## config.mk

```make
export PLATFORM = sky130hd
export DESIGN_NAME = dmem_arb
export DESIGN_NICKNAME = d
export VERILOG_FILES = /design/src/rtl/dmem_arb.sv
export SDC_FILE = /design/constraint.sdc
export NUM_CORES = 1
export LEC_CHECK = 0
export ABC_AREA = 1
export BUFFER_PORTS_ARGS = -buffer_cell sky130_fd_sc_hd__buf_2
export CAP_MARGIN = 20
export CORE_AREA = 10 10 114 116
export DETAILED_ROUTE_END_ITERATION = 16
export DIE_AREA = 0 0 124 126
export GPL_ROUTABILITY_DRIVEN = 1
export MAX_ROUTING_LAYER = met4
export PLACE_DENSITY = 0.55
export SYNTH_ARGS = -nofsm -noshare
export SYNTH_HDL_FRONTEND = slang
export SYNTH_SLANG_ARGS = --single-unit
```

## constraint.sdc

```tcl
create_clock -name clk -period 1.9 [get_ports clk]
set_input_delay 0.19 -clock clk [delete_from_list [all_inputs] [get_ports clk]]
set_output_delay 0.19 -clock clk [all_outputs]
set_load 0.1 [all_outputs]
```

## src/rtl/dmem_arb.sv

```systemverilog
// Two-port arbiter in front of a single-port data memory with 1-cycle read latency.
// Port 0 (CPU) has priority; port 1 (loader/debug) is forced through after STARVE_LIM contested losses.
module dmem_arb #(
    parameter int          STARVE_LIM = 4,
    parameter logic [8:0]  DMEM_TAG   = 9'b000000001
) (
    input  logic        clk,
    input  logic        rst,
    input  logic        m0_req,
    input  logic [31:0] m0_addr,
    input  logic [31:0] m0_d,
    input  logic [3:0]  m0_we,
    output logic        m0_gnt,
    output logic        m0_rvalid,
    output logic [31:0] m0_q,
    output logic        m0_err,
    input  logic        m1_req,
    input  logic [31:0] m1_addr,
    input  logic [31:0] m1_d,
    input  logic [3:0]  m1_we,
    output logic        m1_gnt,
    output logic        m1_rvalid,
    output logic [31:0] m1_q,
    output logic        m1_err,
    output logic        mem_en,
    output logic [31:0] mem_addr,
    output logic [31:0] mem_d,
    output logic [3:0]  mem_we,
    input  logic [31:0] mem_q
);
    // Handshake: a request is accepted (and the transfer complete) in any cycle where
    // mX_req && mX_gnt; nothing is queued. The response (mX_rvalid) follows exactly
    // one cycle after acceptance, for reads and writes alike.

    localparam int         CW  = $clog2(STARVE_LIM + 1);
    localparam logic [CW-1:0] LIM = CW'(STARVE_LIM);

    logic [CW-1:0] starve_cnt;
    logic          contested;
    logic          any_gnt;
    logic          in_range;
    logic [31:0]   sel_addr;
    logic [31:0]   sel_d;
    logic [3:0]    sel_we;

    logic          rsp_valid;
    logic          rsp_port;
    logic          rsp_err;

    assign contested = m0_req && m1_req;
    assign m1_gnt    = !rst && m1_req && (!m0_req || (starve_cnt == LIM));
    assign m0_gnt    = !rst && m0_req && !m1_gnt;
    assign any_gnt   = m0_gnt || m1_gnt;

    always_comb begin
        sel_addr = '0;
        sel_d    = '0;
        sel_we   = '0;
        if (m1_gnt) begin
            sel_addr = m1_addr;
            sel_d    = m1_d;
            sel_we   = m1_we;
        end else if (m0_gnt) begin
            sel_addr = m0_addr;
            sel_d    = m0_d;
            sel_we   = m0_we;
        end
    end

    assign in_range = (sel_addr[31:23] == DMEM_TAG);
    assign mem_en   = any_gnt && in_range;
    assign mem_addr = sel_addr;
    assign mem_d    = sel_d;
    assign mem_we   = mem_en ? sel_we : 4'h0;

    always_ff @(posedge clk) begin
        if (rst) begin
            starve_cnt <= '0;
        end else if (m1_gnt) begin
            starve_cnt <= '0;
        end else if (contested && m0_gnt && (starve_cnt != LIM)) begin
            starve_cnt <= starve_cnt + 1'b1;
        end
    end

    // Response routing is captured at grant time so requests in the response cycle cannot disturb it.
    always_ff @(posedge clk) begin
        if (rst) begin
            rsp_valid <= 1'b0;
            rsp_port  <= 1'b0;
            rsp_err   <= 1'b0;
        end else begin
            rsp_valid <= any_gnt;
            rsp_port  <= m1_gnt;
            rsp_err   <= any_gnt && !in_range;
        end
    end

    // Gating with rst drops a response whose grant happened just before reset asserted.
    assign m0_rvalid = !rst && rsp_valid && !rsp_port;
    assign m1_rvalid = !rst && rsp_valid &&  rsp_port;
    assign m0_err    = m0_rvalid && rsp_err;
    assign m1_err    = m1_rvalid && rsp_err;
    assign m0_q      = (m0_rvalid && !rsp_err) ? mem_q : 32'h0;
    assign m1_q      = (m1_rvalid && !rsp_err) ? mem_q : 32'h0;

endmodule

```

# Word level (Yosys, flattened, before mapping)
# Cells that the tools add are included.
[word_totals] register_bits=6 in_bits=172 out_inout_bits=139 word_cells=42
[classes] add_sub_neg=1 n_eq_ne=3 n_mux=9 reduce_logical=25
[op_table] operator="two-way mux 32 bit" n=6
[op_table] operator="logical AND 1 bit" n=16
[op_table] operator="two-way mux 4 bit" n=3
[op_table] operator="equality test 9 x 1 -> 1 bit, second input constant" n=1
[op_table] operator="zero test 1 bit" n=6
[op_table] operator="adder 3 x 1 -> 3 bit, second input constant" n=1
[op_table] operator="equality test 3 bit, second input constant" n=1
[op_table] operator="!= test 3 bit, second input constant" n=1
[op_table] operator="logical OR 1 bit" n=2
[op_table] operator="OR reduction 2 bit" n=1

# Longest topological paths before layout
[depth] ltp_word=10 ltp_mapped=13

# Least setup slack after synthesis
# OpenSTA, ideal clock, no wires.
[synth_timing] path_kind="register to output" startpoint="register rsp_valid" endpoint="output m1_q[10]" arrival_time_ns=4.411 required_ns=1.710 slack_ns=-2.701 path_stages_with_launch=6 path_buffers=1 path_cell_list="dfxtp_1 > inv_1 > nor3_1 > nand2_1 > clkbuf_1 > nor2_1"
[synth_between] elab_chain_cells=4
[synth_rtl] item="start, declared" line="46" text="logic rsp_valid;"
[synth_rtl] item="start signal, assigned" line="93" text="rsp_valid <= any_gnt;"
[synth_rtl] item="logical AND 1 bit (2 in series)" line="101" text="assign m1_rvalid = !rst && rsp_valid && rsp_port;"
[synth_rtl] item="named net m1_rvalid" line="22" text="output logic m1_rvalid,"
[synth_rtl] item="logical AND 1 bit" line="105" text="assign m1_q = (m1_rvalid && !rsp_err) ? mem_q : 32'h0;"
[synth_rtl] item="two-way mux 32 bit" line="105"
[synth_rtl] item="end, declared" line="23" text="output logic [31:0] m1_q,"
# The timed path passes the listed nets, and every way through them passes these cells.

# Final worst setup path
[layout_timing] startpoint="register starve_cnt[1]" endpoint="output mem_we[2]"
[layout_between] elab_chain_cells=10
[layout_rtl] item="start, declared" line="38" text="logic [CW-1:0] starve_cnt;"
[layout_rtl] item="start signal, assigned" line="82" text="starve_cnt <= starve_cnt + 1'b1;"
[layout_rtl] item="equality test 3 bit *" line="51" text="assign m1_gnt = !rst && m1_req && (!m0_req || (starve_cnt == LIM));"
[layout_rtl] item="logical OR 1 bit *" line="51"
[layout_rtl] item="logical AND 1 bit *" line="51"
[layout_rtl] item="zero test 1 bit" line="52" text="assign m0_gnt = !rst && m0_req && !m1_gnt;"
[layout_rtl] item="logical AND 1 bit" line="52"
[layout_rtl] item="two-way mux 32 bit" line="63" text="end else if (m0_gnt) begin"
[layout_rtl] item="two-way mux 32 bit" line="59" text="if (m1_gnt) begin"
[layout_rtl] item="equality test 9 x 1 -> 1 bit" line="70" text="assign in_range = (sel_addr[31:23] == DMEM_TAG);"
[layout_rtl] item="logical AND 1 bit" line="71" text="assign mem_en = any_gnt && in_range;"
[layout_rtl] item="two-way mux 4 bit *" line="74" text="assign mem_we = mem_en ? sel_we : 4'h0;"
[layout_rtl] item="end, declared" line="28" text="output logic [3:0] mem_we,"
# Mark *: on every way between the ends. The rest lies on a longest branch, timed or not.

==> run metrics <==
nature of the critical path endpoint primary output; CP startpoint starve_cnt[1]; FILL cells roughly 840; layout cells sized above 1 89.1%; Worst setup SP type flip-flop; RePlAce Congestion 0.909; Tcrit/Tclk final 113%; Max Fclk 465 MHz; Post-synth top cells 67 x nor2_1, 55 x a22o_1, 46 x inv_1; via count 3,302; clk root buf clkbuf_8; core area 10,700 µm²; Max rail drop VDD between 0.0002 and 0.0003 V; Fin. Hold Viols 0; Die Span Y 126 µm; Synth top area share 28.9%; clk_skew between 0.001 and 0.0015 ns; number of global-route vias before repair 3,698; placed cells 724; router iterations before antenna repair 4; Inserted Clock Buffers 3; min Tclk post-route between 2 and 2.5 ns; final setup TNS -13.72 ns; Area contributors post-synth a22o_1 29%, nor2_1 15%, inv_1 10%; area delta synth->final 319%; largest net degree at the start of global routing 39; global-route wire length before repair 22,700 µm; Core Rows 38; Final Setup Violations 63; Port-buffer cells 310; Final #Nets between 700 and 800; residual DRC count 0; Initial Utilization 15.6%; R2R Path Start starve_cnt[1]; failing checks negative setup slack; synthesized instance count 273; Yosys warning total 0; Slew Viols, Final 0; post-synth top area cell a22o_1; HP Start m1_req; clk sinks 6; Leakage 3.20 nW; Global Route Usage Sum 19.5%; dpl cell area between 6000 and 7000 µm²; crit path max fanout 8; Worst-Skew Late Latency 0.22 ns; DR iter-0 viols 81; Final Cell Area 6970 µm²; Setup CP Type reg -> out; initial antenna violation count 5; worst slew pin tran about 0.51 ns; clock buffer depth 2; pre-CTS worst setup slack -0.144 ns; die width 124 µm; H-tree lvl count 1; number of synthesized register bits 6; CTS tree yes; Fin Hold WS 0.225 ns; max cap viols 0; register area 128 µm²; syn avg cell area roughly 6.1 µm²; global route overflow 0; CTS Hold Bufs 0; HP Class in -> reg; max_slew headroom 66.1%; most common flop cell mapped by yosys dfxtp_1; routed wire length between 15,000 and 20,000 µm; status complete, but fails checks; RSZ-0062 raised after global routing true; Via density around 4.4; Yosys cell types 25; register area share after synthesis 7.22%; IO Pins 311; CP Data Arrival Time 1.96 ns; Final WS setup -0.252 ns; Finished Layout Cells 757; cell area power density 362 nW/µm²; clock slew at reported path FFs 0.04 ns; ANT nets after route 0; Post-synth EDFFs 0; wire per inst approximately 21 µm; Post-Syn Nets 447; Post-Syn Area 1660 µm²; most common cell in the synthesized netlist nor2_1; area of the multi-input gates 2270 µm²; Crit path required time approximately 1.7 ns; DPL Wire Length roughly 14,000 µm; area of the die 15,600 µm²; FFs w/ async S/R, synth 0%
==> logic make-up after synthesis <==
group / Yosys count / synth area share [%]
fa+ha+maj: 2 / 1.50
buf+inv: 72 / 18.9
simple gates: 134 / 42.0
flops: 6 / 7.22
compound gates: 59 / 30.4
==> stage by stage <==
stage          power [mW]  util (%)
2_1_floorplan        1.43         -
3_3_place_gp         2.22      60.5
3_5_place_dp         2.24      60.5
4_1_cts              2.49      62.6
5_1_grt              2.61      65.1
6_report             2.52      65.1
==> critical path, stage by stage (launching register included) <==
cell and delay [ns]:
dfxtp_2 0.31, inv_2 0.07, ha_4 0.14, nand2_4 0.04
nand2_4 0.09, nand2_8 0.09, buf_12 0.16, nand3_2 0.11
nand2_8 0.06, nor2_4 0.11, nand2_4 0.11, nor3_4 0.22
buf_12 0.20
==> sequential cells by signal (all words and copies together), names as in the netlist <==
register / flops
rsp_valid: 1
rsp_err: 1
starve_cnt: 3
rsp_port: 1
==> worst paths after layout <==
kind	to	slack [ns]	cells past startpoint
worst max-delay path	mem_we[2]	-0.25	12
worst min register to register	starve_cnt[0]	0.51	3
worst max register to register	rsp_err	-0.07	15
worst min-delay path	starve_cnt[0]	0.23	3
==> power by group <==
part	internal, mW	switching, mW
combinational	0.811	1.37
sequential	0.133	0.00497
clock	0.145	0.0595
==> layer usage <==
| metal | GRT usage [%] | routed length (µm) | up-vias |
|---|---|---|---|
| li1 | - | - | 1588 |
| met1 | 17.4 | 5020 | 1511 |
| met2 | 37.6 | 9190 | 191 |
| met3 | 7.06 | 1790 | 12 |
| met4 | 4.61 | 266 | 0 |
| met5 | - | 0 | - |
==> repair_timing <==
item	4_1_cts	5_1_grt
endpoints found under the hold margin	0	0
endpoints found under the setup margin	63	70
pin swaps	10	6
buffers inserted	8	12
gates resized for setup	16	19
cloned	2	3
==> final cells by class <==
cell class                 count  share of cell area [%]
clock buffer                   4                   0.646
antenna                        5                   0.180
timing repair buffer         357                    59.3
sequential                     6                    1.83
tap                          140                    2.51
inverter                      50                    2.98
multi-input combinational    195                    32.6
==> cell usage in the layout, fill, tap and decap left out, drive strengths merged, types with 5 or more instances in the layout <==
cell	synthesis	routed
nand3	11	11
nor2	75	75
nand2	36	36
a22o	55	55
nor3	8	8
buf	11	355
inv	50	50
clkbuf	11	6
dfxtp	6	6
diode	0	5
No activity file was read; power rests on OpenSTA's default activity.
